`config.mk`:
```
export PLATFORM = sky130hd
export DESIGN_NAME = instruction_fetch_unit
export DESIGN_NICKNAME = d
export VERILOG_FILES = /design/src/rtl/instruction_fetch_unit.sv
export SDC_FILE = /design/constraint.sdc
export NUM_CORES = 1
export LEC_CHECK = 0
export CAP_MARGIN = 10
export CORE_MARGIN = 5
export CORE_UTILIZATION = 55
export CTS_CLUSTER_DIAMETER = 120
export DETAILED_ROUTE_END_ITERATION = 8
export MAX_ROUTING_LAYER = met4
export PLACE_DENSITY_LB_ADDON = 0.25
export SYNTH_ARGS = -nofsm -noshare
export SYNTH_HDL_FRONTEND = slang
export SYNTH_SLANG_ARGS = --single-unit
```
`constraint.sdc`:
```
create_clock -name clock -period 2.55 [get_ports clock]
set_clock_uncertainty 0.2 [all_clocks]
set_input_delay 0.51 -clock clock [delete_from_list [all_inputs] [get_ports clock]]
set_output_delay 0.51 -clock clock [all_outputs]
set_load 0.02 [all_outputs]
```
`src/rtl/instruction_fetch_unit.sv`:
```
// IF stage: owns PC, prefetches into a small queue, resolves direct jumps.
// Ports: clock/reset_n; fetch_enable, branch_taken/branch_address (redirect);
// imem_en/imem_addr/imem_rdata (1-cycle memory); if_valid/if_ready/if_instr/
// if_pc (decode handshake).
module instruction_fetch_unit #(
  parameter int unsigned PC_WIDTH    = 10,
  parameter int unsigned INSTR_WIDTH = 32,
  parameter int unsigned FIFO_DEPTH  = 4,
  parameter int unsigned RESET_PC    = 0,
  parameter logic [5:0]  JUMP_OPCODE = 6'b000010
) (
  input  logic                   clock,
  input  logic                   reset_n,
  input  logic                   fetch_enable,
  input  logic                   branch_taken,
  input  logic [PC_WIDTH-1:0]    branch_address,
  output logic                   imem_en,
  output logic [PC_WIDTH-1:0]    imem_addr,
  input  logic [INSTR_WIDTH-1:0] imem_rdata,
  output logic                   if_valid,
  input  logic                   if_ready,
  output logic [INSTR_WIDTH-1:0] if_instr,
  output logic [PC_WIDTH-1:0]    if_pc
);

  localparam int unsigned AW = $clog2(FIFO_DEPTH);
  localparam int unsigned CW = AW + 1;

  logic [PC_WIDTH-1:0]    r_pc;
  logic                   r_inflight;
  logic [PC_WIDTH-1:0]    r_tag;
  logic [AW-1:0]          r_wptr;
  logic [AW-1:0]          r_rptr;
  logic [CW-1:0]          r_count;
  logic [INSTR_WIDTH-1:0] r_iq [FIFO_DEPTH];
  logic [PC_WIDTH-1:0]    r_pq [FIFO_DEPTH];

  logic          w_jump_hit;
  logic          w_push;
  logic          w_pop;
  logic          w_issue;
  logic [CW-1:0] w_occ;

  assign w_jump_hit = r_inflight & ~branch_taken &
    (imem_rdata[INSTR_WIDTH-1 -: 6] == JUMP_OPCODE);
  assign w_push = r_inflight & ~branch_taken;
  assign w_pop  = if_valid & if_ready & ~branch_taken;

  // Credit check counts the in-flight word so a push never hits a full queue.
  assign w_occ   = r_count + {{AW{1'b0}}, r_inflight};
  assign w_issue = fetch_enable & ~branch_taken & ~w_jump_hit &
    (w_occ < CW'(FIFO_DEPTH));

  assign imem_en   = w_issue;
  assign imem_addr = r_pc;

  assign if_valid = (r_count != '0);
  assign if_instr = if_valid ? r_iq[r_rptr] : '0;
  assign if_pc    = if_valid ? r_pq[r_rptr] : '0;

  always_ff @(posedge clock or negedge reset_n) begin
    if (!reset_n) begin
      r_pc       <= PC_WIDTH'(RESET_PC);
      r_inflight <= 1'b0;
      r_tag      <= '0;
    end else begin
      r_inflight <= w_issue;
      if (w_issue) r_tag <= r_pc;
      unique case (1'b1)
        branch_taken: r_pc <= branch_address;
        w_jump_hit:   r_pc <= imem_rdata[PC_WIDTH-1:0];
        w_issue:      r_pc <= r_pc + 1'b1;
        default:      r_pc <= r_pc;
      endcase
    end
  end

  always_ff @(posedge clock or negedge reset_n) begin
    if (!reset_n) begin
      r_wptr  <= '0;
      r_rptr  <= '0;
      r_count <= '0;
    end else if (branch_taken) begin
      r_wptr  <= '0;
      r_rptr  <= '0;
      r_count <= '0;
    end else begin
      if (w_push) r_wptr <= r_wptr + 1'b1;
      if (w_pop)  r_rptr <= r_rptr + 1'b1;
      if (w_push & ~w_pop)
        r_count <= r_count + 1'b1;
      else if (~w_push & w_pop)
        r_count <= r_count - 1'b1;
    end
  end

  // Storage needs no reset: entries are only visible through if_valid.
  always_ff @(posedge clock) begin
    if (w_push) begin
      r_iq[r_wptr] <= imem_rdata;
      r_pq[r_wptr] <= r_tag;
    end
  end

endmodule

```
==> impl_metrics.env, run 1 <==
export IMPL_status="finished with violations"
export IMPL_tritoncts="yes"
export IMPL_clk_root_buffer_cell="clkbuf_16"
export IMPL_slew_headroom_pct=75.21
export IMPL_power_density_nw_per_um2=1075
export IMPL_swShare_pct=30.20
export IMPL_final_max_slew_viol_count=0
export IMPL_cp_end_kind="output port"
export IMPL_fin_total_pwr_mw=11.27
export IMPL_max_clock_freq_ghz=0.3688
export IMPL_antenna_cells=0
export IMPL_rows=44
export IMPL_htreeDepth=4
export IMPL_dr_pass1_iters=5
export IMPL_placed_cells_incl_taps=748
export IMPL_antenna_found_initial=0
export IMPL_vias_per_cell=5.780
export IMPL_synth_warnings=0
export IMPL_cts_sinks=196
export IMPL_setup_viol=42
export IMPL_cp_data_required_time_ns=1.84
export IMPL_setup_tns_ns=-3.969
export IMPL_routabilityCongestion=0.8657
export IMPL_finalHoldViolations=0
export IMPL_pwr_share_clk_pct=25.3
export IMPL_nNetsFinal=646
export IMPL_ios=101
export IMPL_clock_latency_ns=0.44
export IMPL_synth_seq_area_share_pct=71.27
export IMPL_power_switching_mw=3.404
export IMPL_post_drt_wl_per_cell_microns=22.28
export IMPL_setup_slack_ns=-0.1618
export IMPL_die_width_microns=131.1
export IMPL_drtAntennaViolNets=0
export IMPL_die_area_sq_um=17180
export IMPL_ir_drop_uv=636.3
export IMPL_grt_max_degree=31
export IMPL_layout_drive_gt1_share_pct=35.97
export IMPL_synthFlopType="edfxtp_1"
export IMPL_synth_distinct_cells=50
export IMPL_p_int_mw=7.865
export IMPL_core_area_sq_um=14480
export IMPL_fin_cells=790
export IMPL_cts_buffers=17
export IMPL_drt_initial_drc_count=367
export IMPL_post_dp_hpwl_microns=10920
export IMPL_areaGrowthSynthToFinish_pct=30.02
export IMPL_holdWs_ns=0.2426
export IMPL_synth_edf_count=168
export IMPL_grt_pass1_wl_microns=26920
export IMPL_ctsLongestPathBuffers=2
export IMPL_grt_pass1_vias=4804
export IMPL_fin_crit_ns=2.712
export IMPL_violations="setup timing"
export IMPL_n_fill_cell=913
export IMPL_synth_seq_cells=196
export IMPL_async_reset_ff_share_pct=14.29
export IMPL_ctsHoldBuffers=0
export IMPL_holdCritPathClass="input pin to asynchronous set/reset pin"
export IMPL_clk_pin_slew_worst_paths_ns=0.07
export IMPL_dieHeight_microns=131.1
export IMPL_path_max_fanout=7
export IMPL_syn_instance_count=446
export IMPL_crit_type="flop to output port"
export IMPL_via_count=4566
export IMPL_grt_setup_unrepaired="yes"
export IMPL_drv_cap=0
export IMPL_grt_use_total_pct=22.21
export IMPL_synth_avg_cell_area_sq_um=18.08
export IMPL_pwr_share_comb_pct=38.4
export IMPL_overflow=0
export IMPL_synth_nets=499
export IMPL_wl_microns=17600
export IMPL_worstPathArrival_ns=2.00
export IMPL_numPortBuffers=100
export IMPL_p_leak_nw=3.771
export IMPL_dp_slack_ns=-0.4378
export IMPL_fin_crit_sh_pct=106.3
export IMPL_start_util_pct=55.68
export IMPL_syn_cell_area_sq_um=8061
export IMPL_power_frac_seq_pct=36.3
export IMPL_drc_errors=0
export IMPL_worst_pin_slew_ns=0.3718
export IMPL_start_kind="flop"
-- layout by cell type, fill, tap and decap left out, types with 3 or more instances in the layout --
| cell | count |
|---|---|
| and4_1 | 3 |
| and2_2 | 4 |
| o221ai_1 | 3 |
| a211oi_1 | 3 |
| clkinvlp_4 | 5 |
| inv_1 | 6 |
| and3_1 | 3 |
| o21ai_0 | 3 |
| edfxtp_1 | 168 |
| dfrtp_1 | 26 |
| dlygate4sd2_1 | 4 |
| nand2_1 | 42 |
| xnor2_1 | 5 |
| xor2_1 | 3 |
| mux4_2 | 42 |
| clkbuf_16 | 18 |
| and2_4 | 27 |
| bufinv_16 | 5 |
| buf_6 | 37 |
| nor2_1 | 14 |
| o22ai_1 | 3 |
| buf_4 | 32 |
| ha_1 | 5 |
| and2_1 | 17 |
| buf_12 | 12 |
| nand3_1 | 5 |
| clkdlybuf4s50_1 | 52 |
| buf_2 | 10 |
| a21oi_1 | 5 |
| o211ai_1 | 3 |
-- area by class of cell --
cell class	instances	area, sq um	area share, %
Clock inverter	14	209.0	1.994
Multi-Input combinational cell	220	2243	21.40
Timing Repair Buffer	151	1595	15.22
Sequential cell	196	5748	54.84
Inverter	7	26.28	0.2507
Tap cell	184	230.2	2.196
Clock buffer	18	429.2	4.095
-- through the flow --
| step | util (%) | instance area (sq um) |
|---|---|---|
| floorplan | - | 8061 |
| global placement | 66.44 | 9620 |
| detailed placement | 66.44 | 9620 |
| CTS | 71.94 | 10420 |
| global route | 72.39 | 10480 |
| finish | 72.39 | 10480 |
-- critical path, cell delays in order, from the launching register on --
cell and delay (ns):
dfrtp_2 0.43, buf_6 0.15, buf_12 0.14, mux4_2 0.54
and2_4 0.17, buf_6 0.12
-- Yosys cell counts, types with 2 or more instances --
cell / number / area share (%)
clkbuf_1: 9 / 0.42
dfrtp_1: 28 / 8.7
inv_1: 6 / 0.28
nor3_2: 2 / 0.25
o22ai_1: 3 / 0.23
and2_1: 48 / 3.7
a211oi_1: 3 / 0.28
ha_1: 5 / 0.78
xor2_1: 3 / 0.33
nor2_1: 14 / 0.65
and3_1: 3 / 0.23
buf_2: 5 / 0.31
a2111oi_4: 2 / 0.68
o211ai_1: 3 / 0.28
and4_1: 3 / 0.33
o21ai_0: 3 / 0.19
a221oi_1: 2 / 0.22
xnor2_1: 5 / 0.54
o211a_2: 2 / 0.25
o221ai_1: 3 / 0.33
a21oi_1: 5 / 0.31
edfxtp_1: 168 / 63
buf_4: 6 / 0.56
nand2_1: 42 / 2.0
buf_6: 3 / 0.42
nand3_1: 5 / 0.31
mux4_2: 42 / 12
-- cells by family after synthesis --
group	count (synthesis)	synth area share, %
compound gates	34	3.787
xor+xnor	9	1.071
fa+ha+maj	6	1.024
buf+inv	30	2.033
flops	196	71.27
mux	44	12.00
simple gates	127	8.816
-- registers in the layout (all words and copies together), names as in the netlist --
name	count
r_count	3
r_tag	10
r_pq	40
imem_addr	10
r_iq	128
r_inflight	1
r_rptr	2
r_wptr	2
-- per-layer routing --
layer	track usage, %	vias to the layer above	part of all wire, %
met5	-	-	0
met4	7.441	0	1.5
met3	4.822	24	5.9
met2	35.69	163	52
met1	28.50	2356	41
li1	-	2023	-
-- final timing paths --
| kind | end | slack, ns | cells past startpoint | startpoint |
|---|---|---|---|---|
| setup / recovery | if_pc[5] | -0.16 | 5 | r_rptr[0]$_DFFE_PN0P_ |
| hold / removal | r_inflight$_DFF_PN0_ | 0.24 | 2 | reset_n |
| setup reg to reg | r_count[2]$_DFFE_PN0P_ | 0.30 | 8 | r_count[1]$_DFFE_PN0P_ |
| hold reg to reg | r_pq[2][1]$_DFFE_PP_ | 0.33 | 0 | r_tag[1]$_DFFE_PN0P_ |
| max in group asynchronous | r_rptr[0]$_DFFE_PN0P_ | 1.60 | 2 | reset_n |
| min in group clock | r_pq[2][1]$_DFFE_PP_ | 0.33 | 0 | r_tag[1]$_DFFE_PN0P_ |
-- power by group through the flow --
stage | logic (mW) | registers, mW | clock network (mW)
detailed placement | 3.81 | 4.15 | 0
finish | 4.33 | 4.09 | 2.85
global placement | 3.78 | 4.13 | 0
global route | 4.61 | 4.12 | 3.03
CTS | 4.23 | 4.08 | 2.89
floorplan | 2.15 | 4.11 | 0
-- timing repair --
item	in CTS	in global routing
endpoints found under the setup margin	44	44
pin swaps	7	10
resized for setup	255	25
gates cloned	3	1
setup buffers	7	0
Power figures use the tool's default switching activity.
==> run 2, diff against run 1 <==
--- a/config.mk
+++ b/config.mk
@@ -10,6 +10,7 @@
 export CORE_UTILIZATION = 55
 export CTS_CLUSTER_DIAMETER = 120
 export DETAILED_ROUTE_END_ITERATION = 8
+export GPL_TIMING_DRIVEN = 0
 export MAX_ROUTING_LAYER = met4
 export PLACE_DENSITY_LB_ADDON = 0.25
 export SYNTH_ARGS = -nofsm -noshare
==> run 2 against run 1 <==
The flow still finishes with violations (setup timing); sequential share of layout area grew 0.084 points; non-clock buffer count shrank 5; clock power shrank 8.4%; count of clock-buffer cells in the layout grew 2; cell count shrank 0.63%; global-route usage is essentially flat; wire length shrank 1.6%; via count grew 0.70%; sequential power is essentially flat; final area shrank 0.13%; maximum frequency shrank 0.35%; highest routed layer unchanged.
==> impl_metrics.env, run 2 (same netlist as run 1, synthesis figures left out) <==
export IMPL_post_dp_hpwl_microns=10410
export IMPL_cts_sinks=196
export IMPL_setup_slack_ns=-0.1713
export IMPL_dp_slack_ns=-0.8020
export IMPL_clock_latency_ns=0.43
export IMPL_status="finished with violations"
export IMPL_cp_slowest_cell="mux4_2"
export IMPL_setup_tns_ns=-2.696
export IMPL_die_width_microns=131.1
export IMPL_layout_drive_gt1_share_pct=37.60
export IMPL_setup_viol=42
export IMPL_rows=44
export IMPL_numPortBuffers=100
export IMPL_ctsLongestPathBuffers=2
export IMPL_fin_cells=785
export IMPL_drtAntennaViolNets=0
export IMPL_grt_use_total_pct=22.21
export IMPL_clk_root_buffer_cell="clkbuf_16"
export IMPL_final_area_sq_um=10470
export IMPL_top_register="r_iq"
export IMPL_worstPathArrival_ns=2.01
export IMPL_grt_setup_unrepaired="yes"
export IMPL_cpMostUsedCell="buf_12"
export IMPL_power_frac_seq_pct=36.1
export IMPL_start_kind="flop"
export IMPL_dpl_cell_area_sq_um=9405
export IMPL_drt_initial_drc_count=378
export IMPL_clk_pin_slew_worst_paths_ns=0.06
export IMPL_p_int_mw=7.929
export IMPL_path_max_fanout=8
export IMPL_cp_cell_sequence="buf_12, buf_8, buf_12, mux4_2, and2_4, buf_6"
export IMPL_wl_microns=17310
export IMPL_die_area_sq_um=17180
export IMPL_areaGrowthSynthToFinish_pct=29.85
export IMPL_pwr_share_clk_pct=22.9
export IMPL_grt_max_degree=29
export IMPL_cp_end_kind="output port"
export IMPL_crit_type="flop to output port"
export IMPL_largest_reg_flops=128
export IMPL_vias_per_cell=5.857
export IMPL_ios=101
export IMPL_drv_cap=0
export IMPL_dieHeight_microns=131.1
export IMPL_nNetsFinal=641
export IMPL_via_count=4598
export IMPL_tritoncts="yes"
export IMPL_pwr_share_comb_pct=41.0
export IMPL_power_switching_mw=3.446
export IMPL_fin_crit_ns=2.721
export IMPL_cp_data_required_time_ns=1.84
export IMPL_htreeDepth=4
export IMPL_crit_path_max_incr_delay_ns=0.50
export IMPL_core_area_sq_um=14480
export IMPL_fin_total_pwr_mw=11.37
export IMPL_antenna_cells=0
export IMPL_ir_drop_uv=541.9
export IMPL_dr_pass1_iters=5
export IMPL_cts_buffers=17
export IMPL_layout_common_cells="edfxtp_1, clkdlybuf4s50_1, buf_6"
export IMPL_routabilityCongestion=0.8712
export IMPL_layout_commonest_cell="edfxtp_1"
export IMPL_post_drt_wl_per_cell_microns=22.05
export IMPL_max_clock_freq_ghz=0.3675
export IMPL_violations="setup timing"
export IMPL_placed_cells_incl_taps=735
export IMPL_final_max_slew_viol_count=0
export IMPL_fin_crit_sh_pct=106.7
export IMPL_swShare_pct=30.29
export IMPL_overflow=0
export IMPL_finalHoldViolations=0
export IMPL_slew_headroom_pct=56.16
export IMPL_grt_pass1_wl_microns=26990
export IMPL_power_density_nw_per_um2=1087
export IMPL_start_util_pct=55.68
export IMPL_holdCritPathClass="input pin to asynchronous set/reset pin"
export IMPL_largestRegisters="r_iq x128, r_pq x40"
export IMPL_antenna_found_initial=0
export IMPL_p_leak_nw=3.759
export IMPL_drc_errors=0
export IMPL_worst_pin_slew_ns=0.6575
export IMPL_grt_pass1_vias=4850
-- run 2: cell types whose count changed in the layout (fill, tap and decap cells not counted), sizes merged --
cell           before  now
buf                93   83
clkbuf             19   27
clkinv              3    9
clkinvlp            5    1
clkdlybuf4s50      52   49
dlygate4sd2         4    7
bufinv              5    3
inv                 8    6
dlymetal6s2s        1    0
-- run 2: path summary, 6_finish.rpt --
path | cells after the start | to | slack (ns) | start
min in group clock | 1 | r_iq[0][27]$_DFFE_PP_ | 0.29 | imem_rdata[27]
max in group asynchronous | 2 | r_count[2]$_DFFE_PN0P_ | 1.41 | reset_n
max | 6 | if_instr[20] | -0.17 | r_rptr[0]$_DFFE_PN0P_
max reg2reg | 8 | r_count[2]$_DFFE_PN0P_ | 0.26 | r_count[0]$_DFFE_PN0P_
min | 1 | r_tag[2]$_DFFE_PN0P_ | 0.24 | reset_n
min reg2reg | 0 | r_pq[2][2]$_DFFE_PP_ | 0.32 | r_tag[2]$_DFFE_PN0P_
-- run 2: layout make-up --
type                       count  area (sq um)
inverter                       7         38.79
timing repair buffer         124          1344
clock inverter                12         137.6
multi-input combinational    220          2287
buffer                        22         244.0
sequential                   196          5749
tap                          184         230.2
clock buffer                  20         436.7
fill                         882          4011
-- run 2: what timing repair did --
action | in CTS | in global routing
setup buffers | 14 | 5
cloned | 4 | 0
hold endpoints to repair | 0 | 0
pin swaps | 46 | 3
hold buffers | 0 | 0
endpoints found under the setup margin | 44 | 43
resized for setup | 363 | 6
-- run 2: worst max-delay path: cells and delay by family, from the launching register on --
family	cells	cell delay (ns)
muxes	1	0.50
and+or+nand+nor	1	0.16
buffers and inverters	4	0.54
DFF	1	0.38
-- run 2: per-layer routing --
layer  vias up  wire length (microns)  GRT usage (%)
met3        41                   1030          4.457
met2       170                   9037          36.74
met1      2374                   6737          27.20
li1       2013                      -              -
met4         0                    503          8.590
met5         -                      0              -
-- run 2: stage by stage --
stage / hold slack, ns / utilization [%]
floorplan: 0.01441 / -
global placement: 0.2979 / 64.18
detailed placement: 0.3102 / 64.96
CTS: 0.2360 / 72.80
global route: 0.2591 / 72.30
finish: 0.2373 / 72.30
-- run 2: power by group through the flow --
stage / clock [mW] / combinational, mW / sequential [mW]
4_1_cts: 2.63 / 4.86 / 4.09
6_report: 2.61 / 4.66 / 4.10
5_1_grt: 2.79 / 4.96 / 4.13
3_5_place_dp: 0 / 3.62 / 4.16
2_1_floorplan: 0 / 2.15 / 4.11
3_3_place_gp: 0 / 3.55 / 4.13
